$ cat src/rtl/intt_io_ctrl.sv
`default_nettype none
// ============================================================================
// Module : intt_io_ctrl
// Brief  : Frame sequencer around the INTT core: stream-in to BRAM banks,
//          start/wait on the control unit, then stream the result back out.
// Rev    : 1.0
// ============================================================================
module intt_io_ctrl #(
  parameter int COE_WIDTH         = 39,
  parameter int LANES             = 4,
  parameter int NTT_LOGN          = 12,
  parameter int BANK_AW           = 9,
  parameter int COMMON_BRAM_DELAY = 2,
  parameter int FIFO_DEPTH        = 4
) (
  input  logic                       clk,
  input  logic                       rst_n,
  input  logic                       in_valid,
  output logic                       in_ready,
  input  logic [COE_WIDTH*LANES-1:0] in_data,
  output logic                       cu_start,
  input  logic                       cu_done,
  output logic                       bram_sel,
  output logic                       ld_we_l,
  output logic                       ld_we_r,
  output logic [BANK_AW-1:0]         ld_addr,
  output logic [COE_WIDTH*LANES-1:0] ld_wdata,
  output logic                       rd_en_l,
  output logic                       rd_en_r,
  output logic [BANK_AW-1:0]         rd_addr,
  input  logic [COE_WIDTH*LANES-1:0] rd_data_l,
  input  logic [COE_WIDTH*LANES-1:0] rd_data_r,
  output logic                       out_valid,
  input  logic                       out_ready,
  output logic [COE_WIDTH*LANES-1:0] out_data,
  output logic                       out_last,
  output logic                       frame_done
);

  localparam int c_dw = COE_WIDTH * LANES;
  // Beat counter spans one frame: 2^NTT_LOGN / LANES beats.
  localparam int c_cw = NTT_LOGN - $clog2(LANES);
  localparam int c_pw = (FIFO_DEPTH > 1) ? $clog2(FIFO_DEPTH) : 1;
  localparam int c_nw = $clog2(FIFO_DEPTH + 1);
  localparam logic [c_cw-1:0] c_last_beat = '1;
  localparam logic [c_nw:0]   c_depth     = (c_nw+1)'(FIFO_DEPTH);
  localparam logic [c_pw-1:0] c_ptr_max   = c_pw'(FIFO_DEPTH - 1);

  typedef enum logic [2:0] {
    S_IDLE    = 3'd0,
    S_LOAD    = 3'd1,
    S_KICK    = 3'd2,
    S_WAIT_LO = 3'd3,
    S_WAIT_HI = 3'd4,
    S_UNLOAD  = 3'd5,
    S_DRAIN   = 3'd6
  } state_t;

  state_t                       r_state, w_next;
  logic [c_cw-1:0]              r_ld_cnt, r_rd_cnt;
  logic [COMMON_BRAM_DELAY-1:0] r_vpipe, r_bpipe, r_lpipe;
  logic [c_nw-1:0]              r_inflight, r_fifo_cnt;
  logic [c_pw-1:0]              r_wr_ptr, r_rd_ptr;
  logic [c_dw:0]                r_mem [FIFO_DEPTH];
  logic                         r_frame_done;

  logic            w_accept, w_issue, w_push, w_pop, w_credit_ok, w_head_last;
  logic [c_dw:0]   w_head;
  logic [c_dw-1:0] w_push_data;

  // Credit counts reads still in the BRAM pipe, so the FIFO never overflows.
  assign w_credit_ok = ({1'b0, r_inflight} + {1'b0, r_fifo_cnt}) < c_depth;
  assign w_accept    = in_valid & in_ready;
  assign w_push      = r_vpipe[COMMON_BRAM_DELAY-1];
  assign w_push_data = r_bpipe[COMMON_BRAM_DELAY-1] ? rd_data_r : rd_data_l;
  assign w_head      = r_mem[r_rd_ptr];
  assign w_head_last = w_head[c_dw];
  assign w_pop       = out_valid & out_ready;

  assign out_valid  = (r_fifo_cnt != '0);
  assign out_data   = out_valid ? w_head[c_dw-1:0] : '0;
  assign out_last   = out_valid & w_head_last;
  assign frame_done = r_frame_done;

  assign ld_we_l  = w_accept & ~r_ld_cnt[0];
  assign ld_we_r  = w_accept &  r_ld_cnt[0];
  assign ld_addr  = w_accept ? r_ld_cnt[BANK_AW:1] : '0;
  assign ld_wdata = w_accept ? in_data : '0;
  assign rd_en_l  = w_issue & ~r_rd_cnt[0];
  assign rd_en_r  = w_issue &  r_rd_cnt[0];
  assign rd_addr  = w_issue ? r_rd_cnt[BANK_AW:1] : '0;

  always_ff @(posedge clk or negedge rst_n) begin
    if (!rst_n) r_state <= S_IDLE;
    else        r_state <= w_next;
  end

  always_comb begin
    w_next   = r_state;
    in_ready = 1'b0;
    bram_sel = 1'b1;
    cu_start = 1'b0;
    w_issue  = 1'b0;
    case (r_state)
      S_IDLE: begin
        in_ready = 1'b1;
        if (in_valid) w_next = (r_ld_cnt == c_last_beat) ? S_KICK : S_LOAD;
      end
      S_LOAD: begin
        in_ready = 1'b1;
        if (in_valid && r_ld_cnt == c_last_beat) w_next = S_KICK;
      end
      S_KICK: begin
        bram_sel = 1'b0;
        cu_start = 1'b1;
        w_next   = S_WAIT_LO;
      end
      S_WAIT_LO: begin
        bram_sel = 1'b0;
        if (!cu_done) w_next = S_WAIT_HI;
      end
      S_WAIT_HI: begin
        bram_sel = 1'b0;
        if (cu_done) w_next = S_UNLOAD;
      end
      S_UNLOAD: begin
        w_issue = w_credit_ok;
        if (w_credit_ok && r_rd_cnt == c_last_beat) w_next = S_DRAIN;
      end
      S_DRAIN: begin
        if (w_pop && w_head_last) w_next = S_IDLE;
      end
      default: w_next = S_IDLE;
    endcase
  end

  always_ff @(posedge clk or negedge rst_n) begin
    if (!rst_n) begin
      r_ld_cnt     <= '0;
      r_rd_cnt     <= '0;
      r_vpipe      <= '0;
      r_bpipe      <= '0;
      r_lpipe      <= '0;
      r_inflight   <= '0;
      r_fifo_cnt   <= '0;
      r_wr_ptr     <= '0;
      r_rd_ptr     <= '0;
      r_frame_done <= 1'b0;
    end else begin
      if (w_accept) r_ld_cnt <= r_ld_cnt + 1'b1;
      if (w_issue)  r_rd_cnt <= r_rd_cnt + 1'b1;

      r_vpipe[0] <= w_issue;
      r_bpipe[0] <= r_rd_cnt[0];
      r_lpipe[0] <= (r_rd_cnt == c_last_beat);
      for (int i = 1; i < COMMON_BRAM_DELAY; i++) begin
        r_vpipe[i] <= r_vpipe[i-1];
        r_bpipe[i] <= r_bpipe[i-1];
        r_lpipe[i] <= r_lpipe[i-1];
      end

      case ({w_issue, w_push})
        2'b10:   r_inflight <= r_inflight + 1'b1;
        2'b01:   r_inflight <= r_inflight - 1'b1;
        default: r_inflight <= r_inflight;
      endcase

      case ({w_push, w_pop})
        2'b10:   r_fifo_cnt <= r_fifo_cnt + 1'b1;
        2'b01:   r_fifo_cnt <= r_fifo_cnt - 1'b1;
        default: r_fifo_cnt <= r_fifo_cnt;
      endcase

      if (w_push) r_wr_ptr <= (r_wr_ptr == c_ptr_max) ? '0 : r_wr_ptr + 1'b1;
      if (w_pop)  r_rd_ptr <= (r_rd_ptr == c_ptr_max) ? '0 : r_rd_ptr + 1'b1;

      r_frame_done <= w_pop & w_head_last;
    end
  end

  // Payload storage needs no reset: out_valid gates everything read from it.
  always_ff @(posedge clk) begin
    if (w_push) r_mem[r_wr_ptr] <= {r_lpipe[COMMON_BRAM_DELAY-1], w_push_data};
  end

endmodule
`default_nettype wire

$ cat config.mk
export PLATFORM = sky130hd
export DESIGN_NAME = intt_io_ctrl
export DESIGN_NICKNAME = d
export VERILOG_FILES = /design/src/rtl/intt_io_ctrl.sv
export SDC_FILE = /design/constraint.sdc
export NUM_CORES = 1
export LEC_CHECK = 0
export BUFFER_PORTS_ARGS = -buffer_cell sky130_fd_sc_hd__buf_2
export CAP_MARGIN = 20
export CORE_AREA = 2 2 316 318
export CTS_CLUSTER_DIAMETER = 80
export DETAILED_ROUTE_END_ITERATION = 8
export DIE_AREA = 0 0 318 320
export PLACE_DENSITY = 0.55
export SKIP_CTS_REPAIR_TIMING = 1
export SLEW_MARGIN = 40
export SYNTH_ARGS = -nofsm -noshare
export SYNTH_HDL_FRONTEND = slang
export SYNTH_SLANG_ARGS = --single-unit
$ cat constraint.sdc
create_clock -name clk -period 9.55 [get_ports clk]
set_clock_uncertainty 0.15 [all_clocks]
set_input_delay 0.955 -clock clk [delete_from_list [all_inputs] [get_ports clk]]
set_output_delay 0.955 -clock clk [all_outputs]
set_load 0.01 [all_outputs]
After elaboration in Yosys (flattened, before gate mapping)
Memories as Yosys holds them, arrays and structs flattened.
Index checks and enable logic that the tools add are counted.
- $add $sub $neg: 9
- multiply operators: 0
- divide/modulo/power cells: 0
- magnitude comparators: 1
- equality and inequality tests: 20
- shift operators: 0
- muxes and demuxes: 23
- bitwise operators: 10
- reductions and logical operators: 10
- operators with widths (cell ; count):
    156-bit two-way mux ; 3
    3-bit case mux with 7 select lines ; 1
    10-bit by 1-bit adder with 10-bit output (second input constant) ; 2
    10-bit equality test (second input constant) ; 2
    3-bit two-way mux ; 6
    9-bit two-way mux ; 2
    2-bit inequality test (second input constant) ; 6
    3-bit case mux with 2 select lines ; 2
    3-bit equality test (second input constant) ; 3
    1-bit AND ; 8
    2-bit equality test (second input constant) ; 4
    3-bit by 1-bit adder with 3-bit output (second input constant) ; 2
    3-bit by 2-bit equality test with 1-bit output (second input constant) ; 2
    1-bit two-way mux ; 6
    2-bit two-way mux ; 3
    6-bit AND reduction ; 1
    3-bit by 1-bit subtractor with 3-bit output (second input constant) ; 2
    2-bit by 1-bit adder with 2-bit output (second input constant) ; 2
    3-bit by 3-bit adder with 4-bit output ; 1
    2-bit by 1-bit equality test with 1-bit output (second input constant) ; 2
    4-bit by 3-bit less-than comparator with 1-bit output (second input constant) ; 1
    2-bit nonzero test ; 2
    3-bit by 1-bit equality test with 1-bit output (second input constant) ; 1
    1-bit logical AND ; 3
    5 further kinds ; 6
- flip-flop bits (word level): 40
- latch bits: 0
- RAM bits: 628
- memory bits (read-only): 0
- input port bits: 473
- logic and storage cells: 85
- memories kept: 1
- memories (name ; words ; bits a word ; read ports ; clocked after Yosys merged registers in ; write ports ; line ; source):
    r_mem ; 4 ; 157 ; 1 ; 0 ; 1 ; 64 ; logic [c_dw:0] r_mem [FIFO_DEPTH];

Depth between registers and ports, before layout
- word-level depth: 5
- gate-level depth with buffers: 10
- gate-level depth less buffers: 9

Worst setup path after synthesis
OpenSTA, ideal clock, no wires.
- path type: reg2reg
- from: register r_wr_ptr[0]
- to: memory r_mem[0][0] (netlist name) (enable)
- arrival time: 4.206 ns
- required time: 8.865 ns
- path slack: 4.659 ns
- cell stages (with the launch flop): 4
- path buffers: 0
- path through: dfrtp_1 > inv_1 > ha_1 > and2_1
- RTL lines (item ; line ; source):
    start: declaration ; 63 ; logic [c_pw-1:0] r_wr_ptr, r_rd_ptr;
    start signal: assignment ; 174 ; if (w_push) r_wr_ptr <= (r_wr_ptr == c_ptr_max) ? '0 : r_wr_ptr + 1'b1;
    end: declaration ; 64 ;
No word-level cell before the write port.

Worst setup path in the final report
- from: register r_rd_ptr[1]
- to: output port out_data[90]
- cells in the longest elaborated chain, start to end: 2
- ends and longest elaborated chain (item ; line ; source):
    start: declaration ; 63 ;
    start signal: assignment ; 175 ; if (w_pop) r_rd_ptr <= (r_rd_ptr == c_ptr_max) ? '0 : r_rd_ptr + 1'b1;
    memory read 4 x 157 bit ; n/a ;
    156-bit two-way mux ; 81 ; assign out_data = out_valid ? w_head[c_dw-1:0] : '0;
    end: declaration ; 35 ; output logic [COE_WIDTH*LANES-1:0] out_data,
Every way passes these cells.

==> results.py <==
metrics = {
    "timing": {
        "slew-limit-headroom_pct": 45.1,
        "clock.fmax_ghz": 0.207,
        "setup_viol": 0,
        "hold_viol_final": 0,
        "finalSetupTns_ps": 0,
        "slew_violations": 0,
        "period_minus_slack_ps": 4830,
        "tightest_slew_ps": 824,
        "rsz0062_at_grt": "false",
        "finalCritPeriodShare_pct": 50.6,
    },
    "routing": {
        "routed_wl_mm": 89.3,
        "num_vias": 16910,
        "drtPass1Iterations": 4,
        "wl_per_cell_um": 24.1,
        "via_per_inst": 4.56,
        "drtIter0Drc": 979,
        "ant_nets": 0,
        "drc": 0,
    },
    "power": {
        "pwr-share-clk_pct": 26.8,
        "pwr-share-seq_pct": 36.8,
        "p_int_mw": 7.19,
        "p_switching_mw": 3.45,
        "combPwrFrac_pct": 36.4,
        "irDropWorstVdd_v": 0.000146,
        "p_per_area_nw_per_um2": 290,
        "p_leak_nw": 13.9,
        "swShare_pct": 32.4,
    },
    "clock_network": {
        "cts_sinks": 668,
        "ctsRootBufferMaster": "clkbuf_16",
        "cts-buffers-inserted": 72,
        "clock_path_buffers": 3,
        "clk_latency_ps": 610,
        "clk_pin_slew_ps": 60,
        "cts_tree": "built",
        "htreeDepth": 3,
    },
    "synth": {
        "synth_top_area_share_pct": 66.1,
        "yosysUniqueCellTypes": 39,
        "async_flop_share_pct": 5.99,
        "avgSynthCellArea_um2": 18.5,
        "yosys-top-cells-count": "628 x edfxtp_1, 336 x and2_1, 159 x mux2_2",
        "synthCells": 1539,
        "synth_ff_type": "edfxtp_1",
        "yosys.area.top_type": "edfxtp_1",
        "synth_edf_count": 628,
        "yosysSeqAreaShare_pct": 69.6,
        "ys_top_cells_by_area": "edfxtp_1 66%, mux4_2 12%, and2_1 7.4%",
        "synth_most_common_cell": "edfxtp_1",
        "synth_area_um2": 28500,
        "synth_fp_nets": 2025,
        "ys_ff_latch": 668,
        "synth_warnings": 0,
    },
    "worst_setup_path": {
        "crit_path_start_kind": "flop",
        "end_kind": "output port",
        "crit_family": "buffers and inverters",
        "crit_slowest_cell": "dfrtp_4",
        "path_buf_inv": 4,
        "crit_chain": "buf_4 > buf_12 > buf_6 > mux4_2 > and2_1 > buf_2",
        "arrival_ps": 3730,
        "r2r-start": "r_wr_ptr[1]",
        "r2r_end": "r_mem[1][129]",
        "crit_fanout": 60,
        "cp_data_required_time_ps": 8450,
        "rrSetupSlack_ps": 6340,
        "criticalPathCategory": "flop to output port",
        "slowest_delay_ps": 920,
        "worstRegToRegCells": 5,
    },
    "global_routing": {
        "antenna_found_initial": 21,
        "grt_pass1_vias": 18331,
        "grt_pass1_wl_mm": 126,
        "grt_remaining_overflow": 0,
        "grt_usage_pct": 17.1,
        "grt_max_degree": 106,
    },
    "finish": {
        "fin_cells": 3712,
        "fillers": 9235,
        "regArea_um2": 19900,
        "fin_nets": 2843,
        "drive_gt1_share_pct": 52.7,
        "area_growth_pct": 28.7,
        "multi_input_area_um2": 8270,
    },
    "min_path": {
        "hp-class": "primary input to async pin",
    },
    "job": {
        "drv_cap": 0,
    },
    "place": {
        "dp.cells": 3567,
        "hpwl_mm": 65.8,
        "place_congestion": 1.03,
        "port_buffers": 812,
    },
    "floorplan": {
        "core_area_um2": 98000,
        "row_count": 115,
        "die_area_um2": 102000,
        "start_util_pct": 29.1,
        "die_y_um": 320,
        "ios": 813,
        "die_w_um": 318,
    },
    "status": {
        "outcome": "complete, no violations",
    },
}
## layout make-up
type | count | area share (%)
Antenna cell | 11 | 0.0750
Clock buffer | 81 | 5.00
Clock inverter | 50 | 1.70
Inverter | 11 | 0.113
Multi-Input combinational cell | 767 | 22.5
Sequential cell | 668 | 54.2
Tap cell | 1287 | 4.39
Timing Repair Buffer | 837 | 12.0
## registers in the layout (all words and copies together), names as in the netlist, 3 cells and up
name	flops
r_mem	628
r_ld_cnt	10
r_rd_cnt	10
r_fifo_cnt	3
r_inflight	3
r_state	3
## stage by stage
step	setup WS [ps]	area [um^2]	hold slack (ps)	power (mW)	utilization [%]
floorplan	4660	28500	181	6.35	-
global placement	4930	34000	186	7.86	34.7
detailed placement	5200	34100	190	7.94	34.8
CTS	4520	36600	146	10.8	37.3
global route	4510	36700	176	11.2	37.4
finish	4720	36700	167	10.6	37.4
## routing by layer
layer	global-route usage, %	up-vias	wire length [um]
met5	0	-	34
met4	8.19	6	3950
met3	4.85	150	6030
met2	33.8	589	51000
met1	15.9	8577	28300
li1	-	7588	-
## cells by family after synthesis
kind of cell,count (synthesis),share of synthesized area (%)
AO/OA/AOI/OAI,12,0.290
XOR/XNOR,24,0.737
adder cells (fa/ha/maj),13,0.623
buffers and inverters,104,1.46
flip-flops,668,69.6
multiplexers,319,18.8
AND/OR/NAND/NOR,399,8.46
## worst max-delay path by stage
stage           startpoint             to  slack [ps]  depth (start not counted)
2_1_floorplan  r_wr_ptr[0]    r_mem[0][0]        4660                          3
3_3_place_gp   r_rd_ptr[1]   out_data[93]        4930                          5
3_5_place_dp   r_rd_ptr[1]  out_data[105]        5200                          5
4_1_cts        r_rd_ptr[1]  out_data[105]        4520                          5
5_1_grt        r_rd_ptr[1]   out_data[92]        4510                          6
6_report       r_rd_ptr[1]   out_data[90]        4720                          6
## layout by cell type (no fill, tap or decap), drive strengths merged, types with 2 or more instances in the layout
master	n
or3	3
nand3	8
edfxtp	628
mux4	157
xor2	11
ha	11
o21ai	4
mux2	160
and2	336
diode	11
xnor2	13
and3	3
a21o	2
nand2	21
mux2i	2
inv	16
nor2	13
clkinvlp	5
bufinv	11
nand4	2
nor2b	2
clkinv	29
clkbuf	81
buf	837
nor3	6
fa	2
dfrtp	40
## power by group through the flow
stage | Clock, mW | Sequential, mW | Combinational (mW)
final | 2.86 | 3.92 | 3.87
after global placement | 0 | 4.00 | 3.85
after global routing | 3.07 | 3.95 | 4.18
after floorplan | 0 | 3.87 | 2.48
after detailed placement | 0 | 4.02 | 3.93
after CTS | 2.94 | 3.96 | 3.94
(Power assumes the default switching activity.)
